**src/rtl/pfl_fl_pkg.sv**
```systemverilog
// pfl_fl_pkg: op encodings, AMD unlock constants and FSM state types for the flash writer
package pfl_fl_pkg;
    localparam logic [1:0]  OP_PROG    = 2'b01;
    localparam logic [1:0]  OP_ERASE   = 2'b10;
    localparam logic [11:0] UNLK_ADDR1 = 12'h555;
    localparam logic [11:0] UNLK_ADDR2 = 12'h2AA;
    localparam logic [7:0]  UNLK_DATA1 = 8'hAA;
    localparam logic [7:0]  UNLK_DATA2 = 8'h55;
    localparam logic [7:0]  CMD_PROG   = 8'hA0;
    localparam logic [7:0]  CMD_ERASE  = 8'h80;
    localparam logic [7:0]  CMD_SECTOR = 8'h30;

    typedef enum logic [3:0] {
        S_IDLE, S_REQ, S_UNLK1, S_UNLK2, S_CMD, S_DATA,
        S_ERS3, S_ERS4, S_ERS5, S_ERS6, S_POLL, S_REREAD, S_VERIFY, S_FIN
    } fl_state_t;

    typedef enum logic [2:0] {
        BC_IDLE, BC_SETUP, BC_WE, BC_HOLD, BC_RD, BC_REC
    } bc_phase_t;
endpackage

```
**src/rtl/pfl_fl_writer_if.sv**
```systemverilog
// pfl_fl_writer_if: command handshake, bus arbitration and flash pin bundle
interface pfl_fl_writer_if #(
    parameter int ADDR_W = 25,
    parameter int DATA_W = 16
);
    logic              flash_access_granted;
    logic              flash_access_request;
    logic              cmd_valid;
    logic              cmd_ready;
    logic [1:0]        cmd_op;
    logic [ADDR_W-1:0] cmd_addr;
    logic [DATA_W-1:0] cmd_data;
    logic              op_done;
    logic              op_error;
    logic              busy;
    logic [ADDR_W-1:0] flash_addr;
    logic [DATA_W-1:0] flash_dq_out;
    logic              flash_dq_oe;
    logic [DATA_W-1:0] flash_dq_in;
    logic              flash_nce;
    logic              flash_nwe;
    logic              flash_noe;

    modport slave (
        input  flash_access_granted, cmd_valid, cmd_op, cmd_addr, cmd_data, flash_dq_in,
        output flash_access_request, cmd_ready, op_done, op_error, busy,
               flash_addr, flash_dq_out, flash_dq_oe, flash_nce, flash_nwe, flash_noe
    );

    modport master (
        output flash_access_granted, cmd_valid, cmd_op, cmd_addr, cmd_data, flash_dq_in,
        input  flash_access_request, cmd_ready, op_done, op_error, busy,
               flash_addr, flash_dq_out, flash_dq_oe, flash_nce, flash_nwe, flash_noe
    );
endinterface

```
**src/rtl/pfl_fl_bus_cycle.sv**
```systemverilog
// pfl_fl_bus_cycle: single flash read/write cycle timing engine; o_done marks the recovery cycle
module pfl_fl_bus_cycle
    import pfl_fl_pkg::*;
#(
    parameter int ADDR_W  = 25,
    parameter int DATA_W  = 16,
    parameter int T_SETUP = 2,
    parameter int T_WE    = 4,
    parameter int T_RD    = 4
) (
    input  logic              clk,
    input  logic              rst,
    input  logic              i_start,
    input  logic              i_rd_nwr,
    input  logic [ADDR_W-1:0] i_addr,
    input  logic [DATA_W-1:0] i_wdata,
    input  logic [DATA_W-1:0] i_dq_in,
    output logic              o_idle,
    output logic              o_done,
    output logic [DATA_W-1:0] o_rdata,
    output logic [ADDR_W-1:0] o_addr,
    output logic [DATA_W-1:0] o_dq_out,
    output logic              o_dq_oe,
    output logic              o_nce,
    output logic              o_nwe,
    output logic              o_noe
);
    localparam int CW = 8;

    bc_phase_t         r_phase, w_phase_next;
    logic [CW-1:0]     r_cnt;
    logic [ADDR_W-1:0] r_addr;
    logic [DATA_W-1:0] r_wdata;
    logic [DATA_W-1:0] r_rdata;

    // phase sequencing: write = SETUP, WE, HOLD, REC; read = RD, REC
    always_comb begin
        w_phase_next = r_phase;
        case (r_phase)
            BC_IDLE:  w_phase_next = i_start ? (i_rd_nwr ? BC_RD : BC_SETUP) : BC_IDLE;
            BC_SETUP: w_phase_next = (r_cnt == CW'(T_SETUP - 1)) ? BC_WE : BC_SETUP;
            BC_WE:    w_phase_next = (r_cnt == CW'(T_WE - 1)) ? BC_HOLD : BC_WE;
            BC_HOLD:  w_phase_next = BC_REC;
            BC_RD:    w_phase_next = (r_cnt == CW'(T_RD - 1)) ? BC_REC : BC_RD;
            default:  w_phase_next = BC_IDLE;
        endcase
    end

    // phase/counter state, address/data latch on start, read sample on the last RD cycle
    always_ff @(posedge clk or posedge rst) begin
        if (rst) begin
            r_phase <= BC_IDLE;
            r_cnt   <= '0;
            r_addr  <= '0;
            r_wdata <= '0;
            r_rdata <= '0;
        end else begin
            r_phase <= w_phase_next;
            r_cnt   <= (w_phase_next == r_phase && r_phase != BC_IDLE) ? r_cnt + 1'b1 : '0;
            if (r_phase == BC_IDLE && i_start) begin
                r_addr  <= i_addr;
                r_wdata <= i_wdata;
            end
            if (r_phase == BC_RD && w_phase_next == BC_REC)
                r_rdata <= i_dq_in;
        end
    end

    assign o_idle   = r_phase == BC_IDLE;
    assign o_done   = r_phase == BC_REC;
    assign o_rdata  = r_rdata;
    assign o_addr   = r_addr;
    assign o_dq_out = r_wdata;
    assign o_dq_oe  = r_phase inside {BC_SETUP, BC_WE, BC_HOLD};
    assign o_nce    = !(r_phase inside {BC_SETUP, BC_WE, BC_HOLD, BC_RD});
    assign o_nwe    = r_phase != BC_WE;
    assign o_noe    = r_phase != BC_RD;
endmodule

```
**src/rtl/pfl_fl_writer.sv**
```systemverilog
// pfl_fl_writer: CFI flash word-program / sector-erase engine with DQ7 polling and DQ5 timeout.
// Optional macro PFL_FL_WRITE_VERIFY_EN adds a full-word read-back after a successful program poll.
module pfl_fl_writer
    import pfl_fl_pkg::*;
#(
    parameter int          ADDR_W   = 25,
    parameter int          DATA_W   = 16,
    parameter int          T_SETUP  = 2,
    parameter int          T_WE     = 4,
    parameter int          T_RD     = 4,
    parameter logic [23:0] POLL_MAX = 24'd12000000
) (
    input logic            pfl_clk,
    input logic            pfl_reset,
    pfl_fl_writer_if.slave bus
);
    fl_state_t         r_state, w_state_next, w_succ;
    logic [1:0]        r_op;
    logic [ADDR_W-1:0] r_addr, w_addr;
    logic [DATA_W-1:0] r_data, w_wdata, w_rdata;
    logic [23:0]       r_poll, w_poll_sat;
    logic              r_err, r_lost;
    logic              w_accept, w_legal, w_bus_st, w_start, w_abort, w_err_set;
    logic              w_rd, w_bc_idle, w_bc_done, w_prog, w_match;

    assign w_accept   = bus.cmd_valid && r_state == S_IDLE;
    assign w_legal    = bus.cmd_op == OP_PROG || bus.cmd_op == OP_ERASE;
    assign w_prog     = r_op == OP_PROG;
    assign w_bus_st   = r_state inside {S_UNLK1, S_UNLK2, S_CMD, S_DATA, S_ERS3, S_ERS4,
                                        S_ERS5, S_ERS6, S_POLL, S_REREAD, S_VERIFY};
    // a lost grant lets the running cycle finish, then abandons the operation
    assign w_abort    = w_bus_st && (r_lost || !bus.flash_access_granted) && (w_bc_done || w_bc_idle);
    assign w_start    = bus.flash_access_granted && !r_lost && w_bc_idle && (w_bus_st || r_state == S_REQ);
    assign w_match    = w_rdata[7] == (w_prog ? r_data[7] : 1'b1);
    assign w_poll_sat = (r_poll >= POLL_MAX) ? r_poll : r_poll + 24'd1;

`ifdef PFL_FL_WRITE_VERIFY_EN
    assign w_succ = w_prog ? S_VERIFY : S_FIN;
`else
    assign w_succ = S_FIN;
`endif

    // address/data/direction of the bus cycle owned by the current state (REQ pre-issues UNLK1)
    always_comb begin
        w_addr  = r_addr;
        w_wdata = r_data;
        w_rd    = 1'b0;
        case (r_state)
            S_REQ, S_UNLK1, S_ERS4: begin w_addr = ADDR_W'(UNLK_ADDR1); w_wdata = DATA_W'(UNLK_DATA1); end
            S_UNLK2, S_ERS5:        begin w_addr = ADDR_W'(UNLK_ADDR2); w_wdata = DATA_W'(UNLK_DATA2); end
            S_CMD:                  begin w_addr = ADDR_W'(UNLK_ADDR1); w_wdata = DATA_W'(CMD_PROG); end
            S_ERS3:                 begin w_addr = ADDR_W'(UNLK_ADDR1); w_wdata = DATA_W'(CMD_ERASE); end
            S_ERS6:                 w_wdata = DATA_W'(CMD_SECTOR);
            S_POLL, S_REREAD, S_VERIFY: w_rd = 1'b1;
            default: ;
        endcase
    end

    // next-state: advance on each completed bus cycle, decide poll outcome
    always_comb begin
        w_state_next = r_state;
        w_err_set    = 1'b0;
        case (r_state)
            S_IDLE: if (w_accept) w_state_next = w_legal ? S_REQ : S_FIN;
            S_REQ:  if (bus.flash_access_granted) w_state_next = S_UNLK1;
            S_FIN:  w_state_next = S_IDLE;
            default: begin
                if (w_abort) begin
                    w_err_set    = 1'b1;
                    w_state_next = S_FIN;
                end else if (w_bc_done) begin
                    case (r_state)
                        S_UNLK1:        w_state_next = S_UNLK2;
                        S_UNLK2:        w_state_next = w_prog ? S_CMD : S_ERS3;
                        S_CMD:          w_state_next = S_DATA;
                        S_DATA, S_ERS6: w_state_next = S_POLL;
                        S_ERS3:         w_state_next = S_ERS4;
                        S_ERS4:         w_state_next = S_ERS5;
                        S_ERS5:         w_state_next = S_ERS6;
                        S_POLL: begin
                            if (w_match)
                                w_state_next = w_succ;
                            else if (w_rdata[5])
                                w_state_next = S_REREAD;
                            else if (w_poll_sat == POLL_MAX) begin
                                w_err_set    = 1'b1;
                                w_state_next = S_FIN;
                            end
                        end
                        S_REREAD: begin
                            w_state_next = w_match ? w_succ : S_FIN;
                            w_err_set    = !w_match;
                        end
                        S_VERIFY: begin
                            w_state_next = S_FIN;
                            w_err_set    = w_rdata != r_data;
                        end
                        default: w_state_next = S_IDLE;
                    endcase
                end
            end
        endcase
    end

    // state register, command latch, sticky error, grant-loss flag and poll counter
    always_ff @(posedge pfl_clk or posedge pfl_reset) begin
        if (pfl_reset) begin
            r_state <= S_IDLE;
            r_op    <= '0;
            r_addr  <= '0;
            r_data  <= '0;
            r_err   <= 1'b0;
            r_lost  <= 1'b0;
            r_poll  <= '0;
        end else begin
            r_state <= w_state_next;
            if (w_accept) begin
                r_op   <= bus.cmd_op;
                r_addr <= bus.cmd_addr;
                r_data <= bus.cmd_data;
                r_err  <= !w_legal;
                r_lost <= 1'b0;
                r_poll <= '0;
            end else begin
                if (w_err_set)
                    r_err <= 1'b1;
                if (w_bus_st && !bus.flash_access_granted)
                    r_lost <= 1'b1;
                if (r_state == S_POLL && w_bc_done)
                    r_poll <= w_poll_sat;
            end
        end
    end

    assign bus.cmd_ready            = r_state == S_IDLE;
    assign bus.busy                 = r_state != S_IDLE;
    assign bus.op_done              = r_state == S_FIN;
    assign bus.op_error             = r_err;
    assign bus.flash_access_request = !(r_state inside {S_IDLE, S_FIN});

    pfl_fl_bus_cycle #(
        .ADDR_W (ADDR_W),
        .DATA_W (DATA_W),
        .T_SETUP(T_SETUP),
        .T_WE   (T_WE),
        .T_RD   (T_RD)
    ) u_bus_cycle (
        .clk     (pfl_clk),
        .rst     (pfl_reset),
        .i_start (w_start),
        .i_rd_nwr(w_rd),
        .i_addr  (w_addr),
        .i_wdata (w_wdata),
        .i_dq_in (bus.flash_dq_in),
        .o_idle  (w_bc_idle),
        .o_done  (w_bc_done),
        .o_rdata (w_rdata),
        .o_addr  (bus.flash_addr),
        .o_dq_out(bus.flash_dq_out),
        .o_dq_oe (bus.flash_dq_oe),
        .o_nce   (bus.flash_nce),
        .o_nwe   (bus.flash_nwe),
        .o_noe   (bus.flash_noe)
    );
endmodule

```
**src/flat_wrapper.sv**
```systemverilog
// flat-port wrapper written by rule: the top's interface ports become plain ports
module pfl_fl_writer_flat import pfl_fl_pkg::*;
#(
    parameter int          ADDR_W   = 25,
    parameter int          DATA_W   = 16,
    parameter int          T_SETUP  = 2,
    parameter int          T_WE     = 4,
    parameter int          T_RD     = 4,
    parameter logic [23:0] POLL_MAX = 24'd12000000
)
  (pfl_clk, pfl_reset, bus_flash_access_granted, bus_cmd_valid, bus_cmd_op, bus_cmd_addr, bus_cmd_data, bus_flash_dq_in, bus_flash_access_request, bus_cmd_ready, bus_op_done, bus_op_error, bus_busy, bus_flash_addr, bus_flash_dq_out, bus_flash_dq_oe, bus_flash_nce, bus_flash_nwe, bus_flash_noe);
  pfl_fl_writer_if #(.ADDR_W(ADDR_W), .DATA_W(DATA_W)) bus_i ();
  input logic pfl_clk;
  input logic pfl_reset;
  input wire logic [$bits(bus_i.flash_access_granted)-1:0] bus_flash_access_granted;
  input wire logic [$bits(bus_i.cmd_valid)-1:0] bus_cmd_valid;
  input wire logic [$bits(bus_i.cmd_op)-1:0] bus_cmd_op;
  input wire logic [$bits(bus_i.cmd_addr)-1:0] bus_cmd_addr;
  input wire logic [$bits(bus_i.cmd_data)-1:0] bus_cmd_data;
  input wire logic [$bits(bus_i.flash_dq_in)-1:0] bus_flash_dq_in;
  output wire logic [$bits(bus_i.flash_access_request)-1:0] bus_flash_access_request;
  output wire logic [$bits(bus_i.cmd_ready)-1:0] bus_cmd_ready;
  output wire logic [$bits(bus_i.op_done)-1:0] bus_op_done;
  output wire logic [$bits(bus_i.op_error)-1:0] bus_op_error;
  output wire logic [$bits(bus_i.busy)-1:0] bus_busy;
  output wire logic [$bits(bus_i.flash_addr)-1:0] bus_flash_addr;
  output wire logic [$bits(bus_i.flash_dq_out)-1:0] bus_flash_dq_out;
  output wire logic [$bits(bus_i.flash_dq_oe)-1:0] bus_flash_dq_oe;
  output wire logic [$bits(bus_i.flash_nce)-1:0] bus_flash_nce;
  output wire logic [$bits(bus_i.flash_nwe)-1:0] bus_flash_nwe;
  output wire logic [$bits(bus_i.flash_noe)-1:0] bus_flash_noe;
  assign bus_i.flash_access_granted = bus_flash_access_granted;
  assign bus_i.cmd_valid = bus_cmd_valid;
  assign bus_i.cmd_op = bus_cmd_op;
  assign bus_i.cmd_addr = bus_cmd_addr;
  assign bus_i.cmd_data = bus_cmd_data;
  assign bus_i.flash_dq_in = bus_flash_dq_in;
  assign bus_flash_access_request = bus_i.flash_access_request;
  assign bus_cmd_ready = bus_i.cmd_ready;
  assign bus_op_done = bus_i.op_done;
  assign bus_op_error = bus_i.op_error;
  assign bus_busy = bus_i.busy;
  assign bus_flash_addr = bus_i.flash_addr;
  assign bus_flash_dq_out = bus_i.flash_dq_out;
  assign bus_flash_dq_oe = bus_i.flash_dq_oe;
  assign bus_flash_nce = bus_i.flash_nce;
  assign bus_flash_nwe = bus_i.flash_nwe;
  assign bus_flash_noe = bus_i.flash_noe;
  pfl_fl_writer #(.ADDR_W(ADDR_W), .DATA_W(DATA_W), .T_SETUP(T_SETUP), .T_WE(T_WE), .T_RD(T_RD), .POLL_MAX(POLL_MAX)) u_core (.pfl_clk(pfl_clk), .pfl_reset(pfl_reset), .bus(bus_i));
endmodule
```
**config.mk**
```make
export PLATFORM = sky130hd
export DESIGN_NAME = pfl_fl_writer_flat
export DESIGN_NICKNAME = d
export VERILOG_FILES = /design/src/rtl/pfl_fl_pkg.sv /design/src/rtl/pfl_fl_writer_if.sv /design/src/rtl/pfl_fl_bus_cycle.sv /design/src/rtl/pfl_fl_writer.sv /design/src/flat_wrapper.sv
export SDC_FILE = /design/constraint.sdc
export NUM_CORES = 1
export LEC_CHECK = 0
export CORE_MARGIN = 2
export CORE_UTILIZATION = 45
export CTS_CLUSTER_DIAMETER = 60
export DETAILED_ROUTE_END_ITERATION = 10
export GPL_TIMING_DRIVEN = 0
export PLACE_DENSITY = 0.67
export SETUP_SLACK_MARGIN = 0.02
export SLEW_MARGIN = 15
export SYNTH_ARGS = -nofsm -noshare
export SYNTH_HDL_FRONTEND = slang
export SYNTH_HIERARCHICAL = 1
export SYNTH_SLANG_ARGS = --single-unit
```
**constraint.sdc**
```tcl
create_clock -name pfl_clk -period 2.9 [get_ports pfl_clk]
set_clock_uncertainty 0.05 [all_clocks]
set_input_delay 0.58 -clock pfl_clk [delete_from_list [all_inputs] [get_ports pfl_clk]]
set_output_delay 0.58 -clock pfl_clk [all_outputs]
set_load 0.01 [all_outputs]
```
======== Word-level counts from Yosys, hierarchy flattened ========
Cells that the tools add are included.
storage, ports and cells
  flip-flop bits (word level) ............. 141
  latch bits .............................. 0
  bits in writable memories ............... 0
  ROM bits ................................ 0
  input bits .............................. 63
  memories kept ........................... 0
operators by class
  add/subtract/negate cells ............... 2
  multipliers ............................. 0
  divide/modulo/power cells ............... 0
  $lt $le $gt $ge ......................... 1
  equal/unequal tests ..................... 33
  shift-type cells ........................ 0
  muxes and demuxes ....................... 36
  bitwise operators ....................... 0
  reductions and logical operators ........ 41
operator list
  kind                                                                     count
  16-bit one-hot mux with 5 select lines                                   1
  24-bit 2-to-1 mux                                                        3
  25-bit one-hot mux with 2 select lines                                   1
  4-bit one-hot mux with 9 select lines                                    1
  4-bit 2-to-1 mux                                                         8
  24-bit by 1-bit adder with 24-bit output, second input constant          1
  24-bit equality test, second input constant                              1
  4-bit equality test, second input constant                               6
  24-bit greater-or-equal comparator, second input constant                1
  4-bit by 3-bit equality test with 1-bit output, second input constant    4
  16-bit inequality test                                                   1
  3-bit one-hot mux with 5 select lines                                    1
  1-bit 2-to-1 mux                                                         14
  4-bit one-hot mux with 3 select lines                                    1
  1-bit logical AND                                                        11
  11-bit nonzero test                                                      1
  3-bit equality test, second input constant                               3
  3-bit OR reduction                                                       3
  8-bit by 1-bit adder with 8-bit output, second input constant            1
  4-bit by 2-bit equality test with 1-bit output, second input constant    2
  8-bit by 1-bit equality test with 1-bit output, second input constant    1
  8-bit by 2-bit equality test with 1-bit output, second input constant    1
  8-bit 2-to-1 mux                                                         1
  8-bit by 6-bit inequality test with 1-bit output, second input constant  1
  25 further kinds                                                         44

======== Longest topological paths before layout ========
  word-level depth ........................ 12
  gate-level depth with buffers ........... 10
  mapped depth without buffers ............ 9

======== Modules after synthesis ========
The synthesis kept the hierarchy.
modules (own cells, without submodules)
  module            instances  cells an instance  area an instance (um^2)
  pfl_fl_writer     1          590                4,633.2
  pfl_fl_bus_cycle  1          191                2,813.9

======== Worst setup path after synthesis ========
No wires, ideal clock.
  path kind ............................... register to register
  start ................................... register u_core.r_state[0]
  end ..................................... register u_core.u_bus_cycle.r_addr[0] (netlist: u_core/u_bus_cycle/o_addr[0])
  setup time .............................. 0.125 ns
  arrival ................................. 2.132 ns
  required time ........................... 2.725 ns
  slack ................................... 0.593 ns
  stages on the path, launching flop included .. 9
  clock period less this slack ............ 2.307 ns
  path through ............................ dfrtp_1 clkbuf_1 nor2_1 nand3_1 inv_1 nor3_1 nor4b_2 buf_2 mux2_2
between the ends
  longest elaborated chain between the ends .. 5
  elaborated cells on any way between the ends .. 19
  classes of those cells .................. 12 x eq/ne; 1 x mux; 6 x reduce/logical
RTL lines
  item                                                                    line                    text
  start: declaration                                                      pfl_fl_writer.sv:17     fl_state_t r_state, w_state_next, w_succ;
  start signal: assignment                                                pfl_fl_writer.sv:116    r_state <= w_state_next;
  4-bit by 2-bit equality test with 1-bit output (tied with other cells)  pfl_fl_writer.sv:29     assign w_bus_st = r_state inside {S_UNLK1, S_UNLK2, S_CMD, S_DATA, S_ERS3, S_ERS4,
  11-bit nonzero test                                                     pfl_fl_writer.sv:29
  1-bit logical OR (*)                                                    pfl_fl_writer.sv:33     assign w_start = bus.flash_access_granted && !r_lost && w_bc_idle && (w_bus_st || r_state == S_REQ);
  1-bit logical AND (*)                                                   pfl_fl_writer.sv:33
  named net u_core.w_start                                                pfl_fl_writer.sv:23     logic w_accept, w_legal, w_bus_st, w_start, w_abort, w_err_set;
  1-bit logical AND (*)                                                   pfl_fl_bus_cycle.sv:60  if (r_phase == BC_IDLE && i_start) begin
  end signal: assignment                                                  pfl_fl_bus_cycle.sv:61  r_addr <= i_addr;
  end: declaration                                                        pfl_fl_bus_cycle.sv:32  logic [ADDR_W-1:0] r_addr;
Mark *: on every way through the listed nets, which the timed path passes. The rest lies on a longest branch.
A chain may end at the register's enable or synchronous reset.

======== Final worst setup path ========
  start ................................... register u_core.u_bus_cycle.r_phase[2]
  end ..................................... output port bus_flash_nce
between the ends
  longest elaborated chain between the ends .. 3
  elaborated cells on any way between the ends .. 6
  classes of those cells .................. 4 x eq/ne; 2 x reduce/logical
RTL lines
  item                                                                    line                    text
  start: declaration                                                      pfl_fl_bus_cycle.sv:30  bc_phase_t r_phase, w_phase_next;
  start signal: assignment                                                pfl_fl_bus_cycle.sv:58  r_phase <= w_phase_next;
  3-bit by 1-bit equality test with 1-bit output (tied with other cells)  pfl_fl_bus_cycle.sv:75  assign o_nce = !(r_phase inside {BC_SETUP, BC_WE, BC_HOLD, BC_RD});
  4-bit nonzero test (*)                                                  pfl_fl_bus_cycle.sv:75
  1-bit logical NOT (*)                                                   pfl_fl_bus_cycle.sv:75
  end: declaration                                                        flat_wrapper.sv:29      output wire logic [$bits(bus_i.flash_nce)-1:0] bus_flash_nce;
Mark *: on every way between the ends. The rest lies on a longest branch, timed or not.

==> impl_metrics.json <==
{
  "drive_gt1_share_pct": 14.9,
  "hpwl_um": 13600,
  "setup.worst_path.end_class": "output pin",
  "crit_type": "reg2out",
  "layout_common_cells": "nand2_1 (166), dfrtp_1 (141), clkdlybuf4s50_1 (112), o21ai_0 (63), mux2_2 (49)",
  "worstPathRequired_ps": 2270,
  "postLayoutCellArea_um2": 9510,
  "via_count": 6069,
  "cts_num_sinks": 141,
  "pre_cts_slack_ps": -183,
  "synth_nets": 848,
  "drt-initial-drc-count": 490,
  "leakage_nw": 4.29,
  "ctsHoldBuffers": 0,
  "synth_edf_count": 0,
  "pwr_density_cell_nw_per_um2": 849,
  "syn-cell-area_um2": 7450,
  "numCtsBuffers": 17,
  "drc_errors": 0,
  "crit_path_cell_trace": "clkbuf_2 -> nor3_2 -> nand2b_1 -> clkdlybuf4s50_1",
  "grt_max_degree": 53,
  "dieArea_um2": 17600,
  "syn_area_per_cell_um2": 9.54,
  "grt_pass1_vias": 5938,
  "dp_cells": 1115,
  "hp-class": "reg2reg",
  "max_stage_delay_ps": 550,
  "postCtsSetupBuffers": 0,
  "rsz0062_at_grt": "no",
  "gr-total-overflow": 0,
  "drtAntennaViolNets": 0,
  "vdd.ir_drop.worst_mv": 0.565,
  "hold_viol": 0,
  "layout.cells.non_filler": 1144,
  "ys_seq_area_share_pct": 47.4,
  "antennaDiodeCount": 0,
  "syn_to_final_growth_pct": 27.7,
  "maxCapViolations": 0,
  "synthArstFlopShare_pct": 100,
  "cts.path.max_buffers": 2,
  "start_util_pct": 45.4,
  "yosys_warnings": 6,
  "io_buffers": 112,
  "fin_setup_tns_ps": 0,
  "wirelength_um": 18900,
  "core_area_um2": 16400,
  "outcome": "complete, no violations",
  "die_x_um": 133,
  "layout.nets": 978,
  "min_period_over_period_pct": 96.0,
  "drv_slew": 0,
  "synth_seq_cells": 141,
  "fmax_mhz": 359,
  "antenna_found_initial": 0,
  "clock_latency_ps": 430,
  "track_usage_pct": 22.6,
  "final_common_cell": "nand2_1",
  "grt_pass1_wl_um": 31300,
  "postPlaceCellArea_um2": 8900,
  "r2r_cells": 7,
  "io-pin-count": 113,
  "synthCells": 781,
  "slew_headroom_pct": 52.7,
  "hold_ws_ps": 418,
  "cts-root-buf": "clkbuf_16",
  "yosysUniqueCellTypes": 69,
  "total_power_mw": 8.07,
  "tightest_slew_ps": 707,
  "slowest_stage": "clkdlybuf4s50_1",
  "cts_tree": "done",
  "setup_viol": 0,
  "via_per_inst": 5.31,
  "holdPathStages": 2,
  "yosys_most_used_dff": "dfrtp_1",
  "arrival_ps": 2150,
  "fin_util_pct": 58.0,
  "fp-row-count": 47,
  "path_clk_slew_ps": 60,
  "avgRoutedWirePerCell_um": 16.5,
  "htree_levels": 4,
  "drt_pass1_iterations": 7,
  "period_needed_ps": 2780,
  "gp_congestion": 0.881,
  "critPathLaunchType": "flip-flop",
  "cp_max_fo": 10,
  "fin_ws_ps": 115,
  "die_h_um": 133
}
-- flip-flops by register name, indices dropped and copies added, names as in the netlist --
name	cells
u_core/r_op	2
u_core/u_bus_cycle/o_dq_out	16
u_core/r_data	16
u_core/r_addr	25
u_core/u_bus_cycle/o_rdata	16
u_core/r_poll	24
u_core/r_state	4
u_core/u_bus_cycle/r_cnt	8
u_core/u_bus_cycle/o_addr	25
u_core/r_lost	1
u_core/bus.op_error	1
u_core/u_bus_cycle/r_phase	3
-- kinds of logic after synthesis --
kind of cell               synth area share [%]
and+or+nand+nor                            21.6
AOI/OAI and AO/OA                          12.3
DFF                                        47.4
buffers and inverters                      4.25
muxes                                      10.0
xor gates and xnor gates                   3.65
adders and majority gates                 0.806
-- critical path: cells and delay by family (launching register included) --
kind / cells / cell delay (ps)
buffers and inverters: 2 / 790
DFF: 1 / 470
and+or+nand+nor: 2 / 470
-- timing repair --
action,in CTS,in global routing
cloned,0,0
resized for setup,3,7
endpoints found under the setup margin,43,36
-- per-layer routing --
| metal | routed length [um] | track usage [%] | share of wire, % |
|---|---|---|---|
| met1 | 8860 | 31.8 | 47 |
| met2 | 8890 | 35.2 | 47 |
| met3 | 893 | 5.06 | 4.7 |
| met4 | 275 | 6.45 | 1.5 |
| met5 | 0 | 0 | 0 |
-- synth_stat cells, types with 2 or more instances --
master | count | area, um2
a211o_1 | 3 | 26.3
a211oi_1 | 3 | 22.5
a21o_1 | 9 | 67.6
a21oi_1 | 25 | 125
a22o_1 | 3 | 26.3
a22oi_1 | 5 | 37.5
a31oi_1 | 10 | 62.6
and2_1 | 21 | 131
and2_2 | 2 | 15.0
and3_1 | 4 | 25.0
and3_2 | 4 | 30.0
and4_1 | 3 | 26.3
buf_1 | 3 | 11.3
buf_2 | 10 | 50.1
buf_4 | 3 | 22.5
buf_6 | 4 | 45.0
clkbuf_1 | 23 | 86.3
dfrtp_1 | 141 | 3530
ha_1 | 4 | 50.1
inv_1 | 20 | 75.1
mux2_2 | 49 | 552
mux2_4 | 9 | 135
mux2i_1 | 6 | 60.1
nand2_1 | 166 | 623
nand2b_1 | 7 | 43.8
nand3_1 | 14 | 70.1
nand4_1 | 13 | 81.3
nand4_4 | 2 | 42.5
nor2_1 | 36 | 135
nor2b_1 | 15 | 93.8
nor3_1 | 17 | 85.1
nor3b_1 | 3 | 22.5
nor4_1 | 7 | 43.8
o21a_1 | 3 | 22.5
o21ai_0 | 63 | 315
o31ai_1 | 6 | 45.0
o41ai_1 | 2 | 17.5
or3_1 | 3 | 18.8
xnor2_1 | 7 | 61.3
xor2_1 | 24 | 210
-- path summary, 6_finish.rpt --
kind / start / to / slack (ps)
worst max-delay path: u_core/u_bus_cycle/r_phase[2]$_DFF_PP0_ / bus_flash_nce / 120
worst min-delay path: u_core/r_addr[18]$_DFFE_PP0P_ / u_core/r_addr[18]$_DFFE_PP0P_ / 420
worst max register to register: u_core/u_bus_cycle/r_phase[0]$_DFF_PP0_ / u_core/r_poll[1]$_DFFE_PP0P_ / 230
worst min register to register: u_core/r_addr[18]$_DFFE_PP0P_ / u_core/r_addr[18]$_DFFE_PP0P_ / 420
max in group asynchronous: pfl_reset / u_core/r_data[9]$_DFFE_PP0P_ / 1620
min in group asynchronous: pfl_reset / u_core/u_bus_cycle/o_addr[21]$_DFFE_PP0P_ / 480
-- cell type report --
type                       count  area (um2)
buffer                        43         231
clock buffer                  18         429
clock inverter                14         144
fill                        1442        6900
inverter                      20        80.1
multi-input combinational    574        3650
sequential                   141        3530
tap                          220         275
timing repair buffer         114        1170
-- report_power, final --
group | switching (mW) | internal, mW | total, mW
registers | 0.413 | 2.49 | 2.90
clock network | 0.933 | 1.21 | 2.14
logic | 1.68 | 1.34 | 3.02
total | 3.02 | 5.05 | 8.07
(Power assumes the default switching activity.)
